### config.mk
export PLATFORM = sky130hd
export DESIGN_NAME = tensor_output_collector_flat
export DESIGN_NICKNAME = d
export VERILOG_FILES = /design/src/rtl/tensor_output_collector_if.sv /design/src/rtl/tensor_output_collector.sv /design/src/flat_wrapper.sv
export SDC_FILE = /design/constraint.sdc
export NUM_CORES = 1
export LEC_CHECK = 0
export CORE_MARGIN = 2
export CORE_UTILIZATION = 39
export CTS_BUF_LIST = sky130_fd_sc_hd__clkbuf_8 sky130_fd_sc_hd__clkbuf_16
export DETAILED_ROUTE_END_ITERATION = 6
export PLACE_DENSITY = 0.68
export SLEW_MARGIN = 20
export SYNTH_ARGS = -nofsm -noshare
export SYNTH_HDL_FRONTEND = slang
export SYNTH_SLANG_ARGS = --single-unit
### constraint.sdc
create_clock -name clk -period 5.4 [get_ports clk]
set_input_delay 0.54 -clock clk [delete_from_list [all_inputs] [get_ports clk]]
set_output_delay 0.54 -clock clk [all_outputs]
set_load 0.1 [all_outputs]
### src/rtl/tensor_output_collector_if.sv
// Element stream in from the output adder and tagged word stream out to the next layer.
// The slave modport is the collector's view; master is the producer/consumer side.
interface tensor_output_collector_if #(
  parameter int ROWS  = 2,
  parameter int COLS  = 2,
  parameter int IN_W  = 16,
  parameter int OUT_W = 8
);
  localparam int ROW_W = (ROWS > 1) ? $clog2(ROWS) : 1;
  localparam int COL_W = (COLS > 1) ? $clog2(COLS) : 1;

  logic             clear;
  logic             in_valid;
  logic [IN_W-1:0]  in_data;
  logic             in_ready;
  logic             out_valid;
  logic             out_ready;
  logic [OUT_W-1:0] out_data;
  logic [ROW_W-1:0] out_row;
  logic [COL_W-1:0] out_col;
  logic             out_last;
  logic             frame_done;
  logic             sat_flag;

  modport master (
    output clear, in_valid, in_data, out_ready,
    input  in_ready, out_valid, out_data, out_row, out_col, out_last, frame_done, sat_flag
  );

  modport slave (
    input  clear, in_valid, in_data, out_ready,
    output in_ready, out_valid, out_data, out_row, out_col, out_last, frame_done, sat_flag
  );
endinterface

### src/rtl/tensor_output_collector.sv
// Collects a ROWS x COLS frame of requantized elements, then drains it row-major with row/col/last tags.
// Optional feature macro TENSOR_COLLECT_SAT_EN: saturating requantization with sticky sat_flag (default: truncation).
module tensor_output_collector #(
  parameter int ROWS  = 2,
  parameter int COLS  = 2,
  parameter int IN_W  = 16,
  parameter int OUT_W = 8
) (
  input logic clk,
  input logic rst,
  tensor_output_collector_if.slave bus
);
  localparam int N     = ROWS * COLS;
  localparam int IDX_W = (N > 1) ? $clog2(N) : 1;
  localparam int ROW_W = (ROWS > 1) ? $clog2(ROWS) : 1;
  localparam int COL_W = (COLS > 1) ? $clog2(COLS) : 1;
  localparam logic [IDX_W-1:0] LAST_IDX = IDX_W'(N - 1);
  localparam logic [COL_W-1:0] LAST_COL = COL_W'(COLS - 1);

`ifdef TENSOR_COLLECT_SAT_EN
  localparam longint SAT_MAX_L = (longint'(1) << (OUT_W - 1)) - longint'(1);
  localparam logic signed [IN_W-1:0] SAT_MAX = IN_W'(SAT_MAX_L);
  localparam logic signed [IN_W-1:0] SAT_MIN = IN_W'(-SAT_MAX_L - longint'(1));
`endif

  typedef enum logic [1:0] {
    ST_IDLE  = 2'd0,
    ST_FILL  = 2'd1,
    ST_DRAIN = 2'd2
  } state_t;

  // Returns {clipped, requantized value}.
  function automatic logic [OUT_W:0] requant(input logic signed [IN_W-1:0] d);
    logic [OUT_W:0] r;
`ifdef TENSOR_COLLECT_SAT_EN
    if (d > SAT_MAX) begin
      r = {1'b1, SAT_MAX[OUT_W-1:0]};
    end else if (d < SAT_MIN) begin
      r = {1'b1, SAT_MIN[OUT_W-1:0]};
    end else begin
      r = {1'b0, d[OUT_W-1:0]};
    end
`else
    r = {1'b0, d[OUT_W-1:0]};
`endif
    return r;
  endfunction

  state_t           state_r;
  logic [IDX_W-1:0] wr_idx_r;
  logic [IDX_W-1:0] rd_idx_r;
  logic             in_ready_r;
  logic             out_valid_r;
  logic [OUT_W-1:0] out_data_r;
  logic [ROW_W-1:0] out_row_r;
  logic [COL_W-1:0] out_col_r;
  logic             out_last_r;
  logic             frame_done_r;
  logic             sat_r;
  logic [OUT_W-1:0] buf_r [N];

  logic             accept_s;
  logic [OUT_W:0]   quant_s;
  logic             clip_s;
  logic [OUT_W-1:0] qdata_s;
  logic [IDX_W-1:0] wr_next_s;
  logic [IDX_W-1:0] rd_next_s;

  assign accept_s  = bus.in_valid & in_ready_r;
  assign quant_s   = requant(bus.in_data);
  assign clip_s    = quant_s[OUT_W];
  assign qdata_s   = quant_s[OUT_W-1:0];
  assign wr_next_s = wr_idx_r + IDX_W'(1);
  assign rd_next_s = rd_idx_r + IDX_W'(1);

  // Frame FSM: fill buffer, then drain with registered outputs; clear acts like rst but keeps the buffer.
  always_ff @(posedge clk) begin
    if (rst || bus.clear) begin
      state_r      <= ST_IDLE;
      wr_idx_r     <= '0;
      rd_idx_r     <= '0;
      in_ready_r   <= 1'b1;
      out_valid_r  <= 1'b0;
      out_data_r   <= '0;
      out_row_r    <= '0;
      out_col_r    <= '0;
      out_last_r   <= 1'b0;
      frame_done_r <= 1'b0;
      sat_r        <= 1'b0;
    end else begin
      frame_done_r <= 1'b0;
      case (state_r)
        ST_IDLE, ST_FILL: begin
          if (accept_s) begin
            buf_r[wr_idx_r] <= qdata_s;
            sat_r <= (state_r == ST_IDLE) ? clip_s : (sat_r | clip_s);
            if (wr_idx_r == LAST_IDX) begin
              // A single-element frame has its only word in flight, so bypass the buffer.
              state_r     <= ST_DRAIN;
              in_ready_r  <= 1'b0;
              out_valid_r <= 1'b1;
              rd_idx_r    <= '0;
              out_row_r   <= '0;
              out_col_r   <= '0;
              out_data_r  <= (N == 1) ? qdata_s : buf_r[0];
              out_last_r  <= (N == 1) ? 1'b1 : 1'b0;
            end else begin
              wr_idx_r <= wr_next_s;
              state_r  <= ST_FILL;
            end
          end
        end
        ST_DRAIN: begin
          if (bus.out_ready) begin
            if (out_last_r) begin
              state_r      <= ST_IDLE;
              wr_idx_r     <= '0;
              rd_idx_r     <= '0;
              in_ready_r   <= 1'b1;
              out_valid_r  <= 1'b0;
              out_last_r   <= 1'b0;
              out_data_r   <= '0;
              out_row_r    <= '0;
              out_col_r    <= '0;
              frame_done_r <= 1'b1;
            end else begin
              rd_idx_r   <= rd_next_s;
              out_data_r <= buf_r[rd_next_s];
              out_last_r <= (rd_next_s == LAST_IDX);
              if (out_col_r == LAST_COL) begin
                out_col_r <= '0;
                out_row_r <= out_row_r + ROW_W'(1);
              end else begin
                out_col_r <= out_col_r + COL_W'(1);
              end
            end
          end
        end
        default: begin
          state_r     <= ST_IDLE;
          wr_idx_r    <= '0;
          rd_idx_r    <= '0;
          in_ready_r  <= 1'b1;
          out_valid_r <= 1'b0;
          out_last_r  <= 1'b0;
        end
      endcase
    end
  end

  assign bus.in_ready   = in_ready_r;
  assign bus.out_valid  = out_valid_r;
  assign bus.out_data   = out_data_r;
  assign bus.out_row    = out_row_r;
  assign bus.out_col    = out_col_r;
  assign bus.out_last   = out_last_r;
  assign bus.frame_done = frame_done_r;
  assign bus.sat_flag   = sat_r;
endmodule
### src/flat_wrapper.sv
// flat-port wrapper written by rule: the top's interface ports become plain ports
module tensor_output_collector_flat 
#(
  parameter int ROWS  = 2,
  parameter int COLS  = 2,
  parameter int IN_W  = 16,
  parameter int OUT_W = 8
)
  (clk, rst, bus_clear, bus_in_valid, bus_in_data, bus_out_ready, bus_in_ready, bus_out_valid, bus_out_data, bus_out_row, bus_out_col, bus_out_last, bus_frame_done, bus_sat_flag);
  tensor_output_collector_if #(.ROWS(ROWS), .COLS(COLS), .IN_W(IN_W), .OUT_W(OUT_W)) bus_i ();
  input logic clk;
  input logic rst;
  input wire logic [$bits(bus_i.clear)-1:0] bus_clear;
  input wire logic [$bits(bus_i.in_valid)-1:0] bus_in_valid;
  input wire logic [$bits(bus_i.in_data)-1:0] bus_in_data;
  input wire logic [$bits(bus_i.out_ready)-1:0] bus_out_ready;
  output wire logic [$bits(bus_i.in_ready)-1:0] bus_in_ready;
  output wire logic [$bits(bus_i.out_valid)-1:0] bus_out_valid;
  output wire logic [$bits(bus_i.out_data)-1:0] bus_out_data;
  output wire logic [$bits(bus_i.out_row)-1:0] bus_out_row;
  output wire logic [$bits(bus_i.out_col)-1:0] bus_out_col;
  output wire logic [$bits(bus_i.out_last)-1:0] bus_out_last;
  output wire logic [$bits(bus_i.frame_done)-1:0] bus_frame_done;
  output wire logic [$bits(bus_i.sat_flag)-1:0] bus_sat_flag;
  assign bus_i.clear = bus_clear;
  assign bus_i.in_valid = bus_in_valid;
  assign bus_i.in_data = bus_in_data;
  assign bus_i.out_ready = bus_out_ready;
  assign bus_in_ready = bus_i.in_ready;
  assign bus_out_valid = bus_i.out_valid;
  assign bus_out_data = bus_i.out_data;
  assign bus_out_row = bus_i.out_row;
  assign bus_out_col = bus_i.out_col;
  assign bus_out_last = bus_i.out_last;
  assign bus_frame_done = bus_i.frame_done;
  assign bus_sat_flag = bus_i.sat_flag;
  tensor_output_collector #(.ROWS(ROWS), .COLS(COLS), .IN_W(IN_W), .OUT_W(OUT_W)) u_core (.clk(clk), .rst(rst), .bus(bus_i));
endmodule
# Word-level counts from Yosys, hierarchy flattened
# Memory sizes are Yosys's and may differ from the RTL's.
# Index checks and enable logic that the tools add are counted.
dict set report word_totals {
  register_bits 20
  latch_bits 0
  ram_bits 32
  rom_bits 0
  inputBits 21
  output_inout_bits 15
  word_cells 83
  mem_count 1
}
dict set report classes {
  addsub 4
  mul 0
  div_mod_pow 0
  n_lt_le_gt_ge 0
  eq_ne 10
  shifts 0
  muxes 44
  n_bitwise 3
  n_reduce_logical 11
}
# name words width read_ports rd_ports_with_merged_regs write_ports line
set mem_list {}
lappend mem_list {u_core.buf_r 4 8 2 0 1 tensor_output_collector.sv:60} ;# logic [OUT_W-1:0] buf_r [N];
# cell n
set ops {}
lappend ops {{two-way mux 8 bit} 4}
lappend ops {{two-way mux 1 bit} 21}
lappend ops {{two-way mux 2 bit} 10}
lappend ops {{one-hot mux 8 bit (2 select lines)} 1}
lappend ops {{one-hot mux 2 bit (2 select lines)} 3}
lappend ops {{AND reduction 4 bit} 3}
lappend ops {{one-hot mux 1 bit (2 select lines)} 5}
lappend ops {{== test 2 bit (second input constant)} 3}
lappend ops {{!= test 2 x 1 -> 1 bit (second input constant)} 3}
lappend ops {{AND reduction 3 bit} 2}
lappend ops {{AND reduction 5 bit} 1}
lappend ops {{adder 2 x 1 -> 2 bit (second input constant)} 2}
lappend ops {{!= test 2 bit (second input constant)} 2}
lappend ops {{!= test 3 x 1 -> 1 bit (second input constant)} 1}
lappend ops {{OR reduction 3 bit} 1}
lappend ops {{adder 1 bit (second input constant)} 2}
lappend ops {{== test 2 x 1 -> 1 bit (second input constant)} 1}
lappend ops {{zero test 2 bit} 1}
lappend ops {{inverter 1 bit} 2}
lappend ops {{nonzero test 2 bit} 1}
lappend ops {{OR reduction 2 bit} 1}
lappend ops {{AND 1 bit} 1}
lappend ops {{logical OR 1 bit} 1}

# Depth between registers and ports, before layout
dict set report logic_depth {
  depth_word 5
  depth_mapped 9
  depth_no_buf 6
}

# Worst setup path before layout
# No wires, ideal clock.
dict set report synth_timing {
  kind {register -> register}
  from {register u_core.in_ready_r, in the netlist u_core.bus.in_ready}
  to {register u_core.out_row_r, in the netlist u_core.bus.out_row}
  setup_time_ns 0.116
  arrival_ns 1.945
  t_required_ns 5.284
  setup_slack_ns 3.339
  path_stages_with_launch 5
  path_buffers 0
  synth_period_minus_slack_ns 2.061
  path_cell_list {dfxtp_1 > nand3_1 > o2bb2ai_2 > o21ai_0 > a31o_2}
}
dict set report synth_between {
  elab_chain_len 3
}
# item line
set synth_rtl {}
lappend synth_rtl {{from (decl)} tensor_output_collector.sv:52} ;# logic in_ready_r;
lappend synth_rtl {{from (signal assigned)} tensor_output_collector.sv:82} ;# in_ready_r <= 1'b1;
lappend synth_rtl {{from (signal assigned)} tensor_output_collector.sv:100} ;# in_ready_r <= 1'b0;
lappend synth_rtl {{from (signal assigned)} tensor_output_collector.sv:119} ;# in_ready_r <= 1'b1;
lappend synth_rtl {{AND 1 bit} tensor_output_collector.sv:69} ;# assign accept_s = bus.in_valid & in_ready_r;
lappend synth_rtl {{!= test 2 x 1 -> 1 bit (no source line)} n/a}
lappend synth_rtl {{AND reduction 5 bit (no source line)} n/a}
lappend synth_rtl {{to (signal assigned)} tensor_output_collector.sv:132} ;# out_row_r <= out_row_r + ROW_W'(1);
lappend synth_rtl {{to (decl)} tensor_output_collector.sv:55} ;# logic [ROW_W-1:0] out_row_r;
# Every way passes these cells.
# A chain may end at the register's enable or synchronous reset.

# Final worst setup path
dict set report layout_timing {
  from {register u_core.rd_idx_r[0]}
  to {register u_core.out_data_r[4], in the netlist u_core.bus.out_data[4]}
}
dict set report layout_between {
  elab_chain_len 5
}
# item line
set layout_rtl {}
lappend layout_rtl {{from (decl)} tensor_output_collector.sv:51} ;# logic [IDX_W-1:0] rd_idx_r;
lappend layout_rtl {{from (signal assigned)} tensor_output_collector.sv:127} ;# rd_idx_r <= rd_next_s;
lappend layout_rtl {{adder 2 x 1 -> 2 bit} tensor_output_collector.sv:74} ;# assign rd_next_s = rd_idx_r + IDX_W'(1);
lappend layout_rtl {{memory read (4 x 8 bit)} n/a}
lappend layout_rtl {{two-way mux 8 bit} tensor_output_collector.sv:115} ;# if (out_last_r) begin
lappend layout_rtl {{two-way mux 8 bit} tensor_output_collector.sv:114} ;# if (bus.out_ready) begin
lappend layout_rtl {{one-hot mux 8 bit (2 select lines)} tensor_output_collector.sv:92} ;# case (state_r)
lappend layout_rtl {{to (signal assigned)} tensor_output_collector.sv:105} ;# out_data_r <= (N == 1) ? qdata_s : buf_r[0];
lappend layout_rtl {{to (signal assigned)} tensor_output_collector.sv:128} ;# out_data_r <= buf_r[rd_next_s];
lappend layout_rtl {{to (decl)} tensor_output_collector.sv:54} ;# logic [OUT_W-1:0] out_data_r;
# Every way passes these cells. The select of a mux whose other input is x is not followed.

==> impl_metrics.csv <==
group,metric,value,unit
run_status,outcome,"complete, no violations",
worst_hold_path,hp-start,"u_core.bus.out_valid$_SDFFE_PP0P_",
timing,worst_slew_margin_rel,0.3423,
routing,drt_wl_total,3.915,mm
routing,drcViolationCount,0,
logic_synthesis,ys_seq_area_frac,0.6293,
logic_synthesis,syn_inst,179,
global_routing,grtUsageTotal,0.1353,
clocking,cts-resized-gates,0,
clocking,cts-htree-levels,2,
job,max_cap_viol_count,0,
clocking,cts_root_buffer,"clkbuf_8",
clocking,clk_latency,0.30,ns
critical_path,r2r_end,"u_core.bus.out_data[4]$_SDFFE_PP0P_",
logic_synthesis,syn_area,2163,um2
global_routing,grt_pass1_wl,6.210,mm
routing,vias,1387,
pwr,power.total,0.6753,mW
timing,clock_skew,0.01126,ns
placement,port_buffers,26,
logic_synthesis,synth_flop_cell,"edfxtp_1",
logic_synthesis,ys_types,39,
pwr,power_density,265.0,nW/um2
pwr,power.leakage,0.9023,nW
timing,period_share,0.5001,
placement,hpwl,2.604,mm
timing,worst_slew_pin_slew,0.9835,ns
pwr,peakVddDrop,186.4,uV
logic_synthesis,yosys-top-cells-area,"edfxtp_1 (44%), dfxtp_1 (19%), o21ai_0 (4.4%)",
die,die_h,78.48,um
routing,firstDrtPassIters,4,
routing,ant_nets,0,
timing,drv_slew,0,
finish,final_core_utilization,0.4686,
logic_synthesis,synth.top_cells.by_count,"edfxtp_1 (32), nand2_1 (21), dfxtp_1 (20)",
die,die_w,78.48,um
critical_path,worstSetupStartpointType,"register",
critical_path,ff2ff_path_depth,6,
die,dieArea,6159,um2
finish,nets,229,
logic_synthesis,yosysMostFrequentCell,"edfxtp_1",
clocking,cts_setup_buffers,0,
critical_path,cp.required,5.63,ns
critical_path,criticalPathCategory,"reg2reg",
die,start_util,0.3977,
clocking,clockBufferDepth,2,
die,rows,27,
timing,hold_viol_final,0,
clocking,cts_tree,"built",
worst_hold_path,hp-class,"reg2reg",
clocking,cts_buffers,5,
placement,place.gp.congestion,0.7350,
global_routing,antenna_found_initial,0,
timing,fin_setup_tns,0,ns
logic_synthesis,synth-seq-cells,52,
timing,max_freq,0.3703,GHz
timing,rsz0062_at_grt,"no",
routing,dr.first_iter.drc_count,81,
clocking,clock-sinks,52,
finish,area_growth,17.81,%
critical_path,cp_data_arrival_time,2.93,ns
global_routing,grt_max_degree,21,
logic_synthesis,yosys.area.top_type,"edfxtp_1",
clocking,hold_buffers,0,
timing,setup_viol,0,
logic_synthesis,yosysWarnings,0,
die,io_pins,36,
worst_hold_path,worst_hold_path.num_cells,1,
placement,place_inst,268,
clocking,clk_pin_slew,0.09,ns
logic_synthesis,synth-edff-count,32,
global_routing,grt_overflow,0,
finish,drive_gt1_frac,0.07353,
critical_path,cp_max_fo,20,
critical_path,critPathCaptureType,"register",
critical_path,reg2reg_slack,2.70,ns
routing,detail_route.wl_per_cell,14.18,um
critical_path,reg2reg_from,"u_core.rd_idx_r[0]$_SDFFE_PP0P_",
global_routing,grt_pass1_vias,1224,
die,core_area,5439,um2
logic_synthesis,syn-num-nets,205,
finish,antenna_cells,0,
logic_synthesis,synth.top_cell.area_share,0.4442,
timing,min_period,2.700,ns
worst_hold_path,hold_end,"u_core.bus.out_valid$_SDFFE_PP0P_",
finish,layout.cells.non_filler,276,
logic_synthesis,syn-mean-instance-area,12.09,um2
routing,viasPerCell,5.025,
logic_synthesis,async_reset_ff_frac,0,
-- cell usage in the layout, fill, tap and decap left out, drive strengths merged, types with 2 or more instances in the layout --
master | Yosys | final
a21oi | 3 | 3
mux2i | 9 | 9
edfxtp | 32 | 32
nand2 | 22 | 22
nand3b | 8 | 8
nand3 | 5 | 5
o32ai | 2 | 2
clkinv | 0 | 2
inv | 5 | 6
dfxtp | 20 | 20
and2 | 4 | 4
nand2b | 4 | 4
o21ai | 20 | 20
clkdlybuf4s50 | 0 | 26
ha | 5 | 5
nor3 | 2 | 2
a31oi | 8 | 8
nor2 | 5 | 5
clkbuf | 2 | 5
-- state kept, by name (all words and copies together) (netlist names), 2 cells and up --
name	cells
u_core.rd_idx_r	2
u_core.buf_r	32
u_core.wr_idx_r	2
u_core.bus.out_data	8
u_core.state_r	2
-- critical path, stage by stage (launching register included) --
cell and delay [ns]:
dfxtp_1 0.74, inv_1 0.10, ha_1 0.74, nand2_1 0.13
o21ai_1 0.61, nand2_1 0.13, a31oi_1 0.17
-- logic make-up (layout without fill, tap and decap cells) --
family / Yosys count / in the layout / share of synthesized area
compound gates: 40 / 40 / 0.1128
xor+xnor: 1 / 1 / 0.004049
fa+ha+maj: 5 / 5 / 0.02892
buf+inv: 14 / 39 / 0.03470
flops: 52 / 52 / 0.6293
mux: 10 / 10 / 0.04858
other cells: 1 / 1 / 0.001733
simple gates: 56 / 56 / 0.1400
-- metrics by stage --
step	hold slack [ns]	worst slack (ns)	instance area (um2)
after global placement	0.4525	2.775	2457
after detailed placement	0.4666	2.679	2457
after floorplan	0.4450	3.339	2163
after CTS	0.4932	2.639	2549
final	0.4975	2.700	2549
after global routing	0.5186	2.362	2549
-- how the worst max path moves through the flow --
stage,from,slack [ns],end,depth (start not counted)
floorplan,u_core.bus.in_ready$_SDFFE_PP1P_,3.34,u_core.bus.out_row$_SDFFE_PP0P_,4
global placement,u_core.rd_idx_r[0]$_SDFFE_PP0P_,2.77,u_core.bus.out_data[5]$_SDFFE_PP0P_,6
detailed placement,u_core.rd_idx_r[0]$_SDFFE_PP0P_,2.68,u_core.bus.out_data[4]$_SDFFE_PP0P_,6
CTS,u_core.rd_idx_r[0]$_SDFFE_PP0P_,2.64,u_core.bus.out_data[4]$_SDFFE_PP0P_,6
global route,u_core.rd_idx_r[0]$_SDFFE_PP0P_,2.36,u_core.bus.out_data[1]$_SDFFE_PP0P_,6
finish,u_core.rd_idx_r[0]$_SDFFE_PP0P_,2.70,u_core.bus.out_data[4]$_SDFFE_PP0P_,6
-- layer usage --
layer,share of wire,global-route usage
met4,0.010,0.05263
met2,0.49,0.2216
met5,0,0
met3,0.044,0.03793
met1,0.45,0.1698
-- power by group --
group          internal, mW  total [mW]  switching, mW  leakage [nW]
Sequential            0.424       0.426        0.00186         0.450
Combinational        0.0119      0.0275         0.0156         0.403
Clock                0.0930       0.222          0.129        0.0485
Total                 0.529       0.675          0.147         0.902
-- final cells by class --
class	instances	area, um2
multi-input combinational	113	726.9
inverter	5	18.77
timing repair buffer	26	260.3
fill	500	2890
sequential	52	1361
clock buffer	5	68.82
clock inverter	3	22.52
tap	72	90.09
(Power assumes the default switching activity.)
==> variant, RTL diff (same settings) <==
`COLS` is set to 2 in 3 places; all go to 1.
--- a/src/rtl/tensor_output_collector_if.sv
+++ b/src/rtl/tensor_output_collector_if.sv
@@ -2,7 +2,7 @@
 // The slave modport is the collector's view; master is the producer/consumer side.
 interface tensor_output_collector_if #(
   parameter int ROWS  = 2,
-  parameter int COLS  = 2,
+  parameter int COLS  = 1,
   parameter int IN_W  = 16,
   parameter int OUT_W = 8
 );
--- a/src/rtl/tensor_output_collector.sv
+++ b/src/rtl/tensor_output_collector.sv
@@ -2,7 +2,7 @@
 // Optional feature macro TENSOR_COLLECT_SAT_EN: saturating requantization with sticky sat_flag (default: truncation).
 module tensor_output_collector #(
   parameter int ROWS  = 2,
-  parameter int COLS  = 2,
+  parameter int COLS  = 1,
   parameter int IN_W  = 16,
   parameter int OUT_W = 8
 ) (
--- a/src/flat_wrapper.sv
+++ b/src/flat_wrapper.sv
@@ -2,7 +2,7 @@
 module tensor_output_collector_flat 
 #(
   parameter int ROWS  = 2,
-  parameter int COLS  = 2,
+  parameter int COLS  = 1,
   parameter int IN_W  = 16,
   parameter int OUT_W = 8
 )
Formal check against the unedited RTL: not equivalent (Yosys sat finds a counterexample within 4 cycles, from zero or initial values).
==> variant against the unedited design <==
Count of clock-buffer cells in the layout did not move; sequential power fell by 38%; routed wire length fell by 34%; critical path type is now flip-flop to primary output; final area fell by 34%; critical path depth fell by 5; core utilization rose by 3.3 points; sequential cell count fell by 20; area after synthesis fell by 38%; total power fell by 29%; highest routed layer unchanged; worst setup slack improved by 0.042 ns; first-iteration DRC count fell by 48%.
==> variant: results (changes against the unedited design) <==
| Quantity | Reported | Unit | Delta |
| --- | --- | --- | --- |
| Run status | complete, no violations | - |  |
| Clock-pin transition on the worst setup and hold timing paths | 0.06 | ns | -0.03 ns |
| Routability cong. | 0.813 | - | +11% |
| Smallest hold slack | 0.466 | ns | -0.0312 ns |
| Most area-consuming cells after synthesis | sky130_fd_sc_hd__edfxtp_1 36%, sky130_fd_sc_hd__dfxtp_1 24%, sky130_fd_sc_hd__a211oi_2 7.4%, sky130_fd_sc_hd__a21oi_1 5.2%, sky130_fd_sc_hd__nor4bb_1 5.2% | - |  |
| Crit path launch | u_core.bus.out_last$_SDFFE_PP0P_ | - |  |
| Number of global-route vias before repair | 916 | - | -25% |
| Distinct cells, synth | 29 | - | -26% |
| Ratio of cells with drive above 1 in the final layout | 0.119 | - | +0.0450 |
| Global routing met1 resource utilization | 0.152 | - | -0.0181 |
| Worst-path fanout max | 13 | - | -35% |
| Highest attainable clock frequency | 0.376 | GHz | +1.6% |
| Worst Clk Skew | 0.00316 | ns | -0.00810 ns |
| Cell Count Post-Placement | 173 | - | -35% |
| Global-route wire length before repair | 4200 | um | -32% |
| Post-DP Area | 1600 | um^2 | -35% |
| Port bufs | 25 | - | -3.8% |
| Number of enable-type register cells in the synthesized netlist | 16 | - | -50% |
| Worst reg2reg setup slack | 3.57 | ns | +0.87 ns |
| Critical Path Slowest Stage Cell | sky130_fd_sc_hd__clkdlybuf4s50_1 | - |  |
| Number of fill cells in the layout | 313 | - | -37% |
| Gate count of the mapped netlist | 111 | - | -38% |
| Total routed wire length on the met1 layer | 1060 | um | -40% |
| Worst skew pair latency | 0.27 | ns | -0.03 ns |
| Initial DRC Count | 42 | - | -48% |
| # nets final | 155 | - | -32% |
| Maximum VDD drop | 0.000153 | V | -18% |
| Worst slack at placement | 2.97 | ns | +0.294 ns |
| Most common library cells after synthesis | 16 x sky130_fd_sc_hd__dfxtp_1, 16 x sky130_fd_sc_hd__edfxtp_1, 14 x sky130_fd_sc_hd__a21oi_1 | - |  |
| Static power due to leakage | 0.567 | nW | -37% |
| Total Wirelength | 2570 | um | -34% |
| Count of vias placed by the detailed router | 939 | - | -32% |
| DP Wirelength | 1740 | um | -33% |
| Pin count of the biggest net entering global routing | 20 | - | -4.8% |
| Met2 layer usage reported by global route | 0.241 | - | +0.0190 |
| Routed length on met3 | 134 | um | -22% |
| Met2 Routed Length | 1330 | um | -31% |
| Highest cell delay on the worst timing path | 1.23 | ns | +0.49 ns |
| Global Route met3 Usage | 0.0559 | - | +0.0179 |
==> variant: cell count changes in the layout (fill, tap and decap cells not counted), moves of 8 or more <==
cell | before | now
sky130_fd_sc_hd__a211oi_2 | 0 | 8
sky130_fd_sc_hd__a21oi_1 | 3 | 14
sky130_fd_sc_hd__a31oi_1 | 8 | 0
sky130_fd_sc_hd__edfxtp_1 | 32 | 16
sky130_fd_sc_hd__mux2i_1 | 9 | 0
sky130_fd_sc_hd__nand2_1 | 21 | 2
sky130_fd_sc_hd__nor3_1 | 2 | 10
sky130_fd_sc_hd__o21ai_0 | 19 | 1
==> variant: kinds of logic (layout without fill, tap and decap cells) <==
group,after synthesis,in the layout,share of synthesized area
AO/OA/AOI/OAI,30,30,0.169
other,1,2,0.00279
flip-flops,32,32,0.595
AND/OR/NAND/NOR,35,35,0.176
buffers and inverters,13,36,0.0567
==> variant: cell type report <==
type	count	area (um^2)	share of cell area
Clock buffer	5	68.8	0.0411
Clock inverter	3	11.3	0.00672
Inverter	2	7.51	0.00448
Multi-Input combinational cell	67	472	0.282
Sequential cell	32	801	0.478
Tap cell	46	57.6	0.0344
Timing Repair Buffer	26	258	0.154
==> variant: path summary, 6_finish.rpt <==
check / to / cells after the start
worst max register to register: u_core.bus.out_data[4]$_SDFFE_PP0P_ / 3
worst min register to register: u_core.bus.out_valid$_SDFFE_PP0P_ / 1
worst max-delay path: bus_out_last / 1
worst min-delay path: u_core.bus.out_valid$_SDFFE_PP0P_ / 1
==> variant: report_power, final <==
group | switching, mW | internal, mW | total [mW]
Clock | 0.0783 | 0.0857 | 0.164
Combinational | 0.0330 | 0.0174 | 0.0504
Sequential | 0.00439 | 0.260 | 0.264
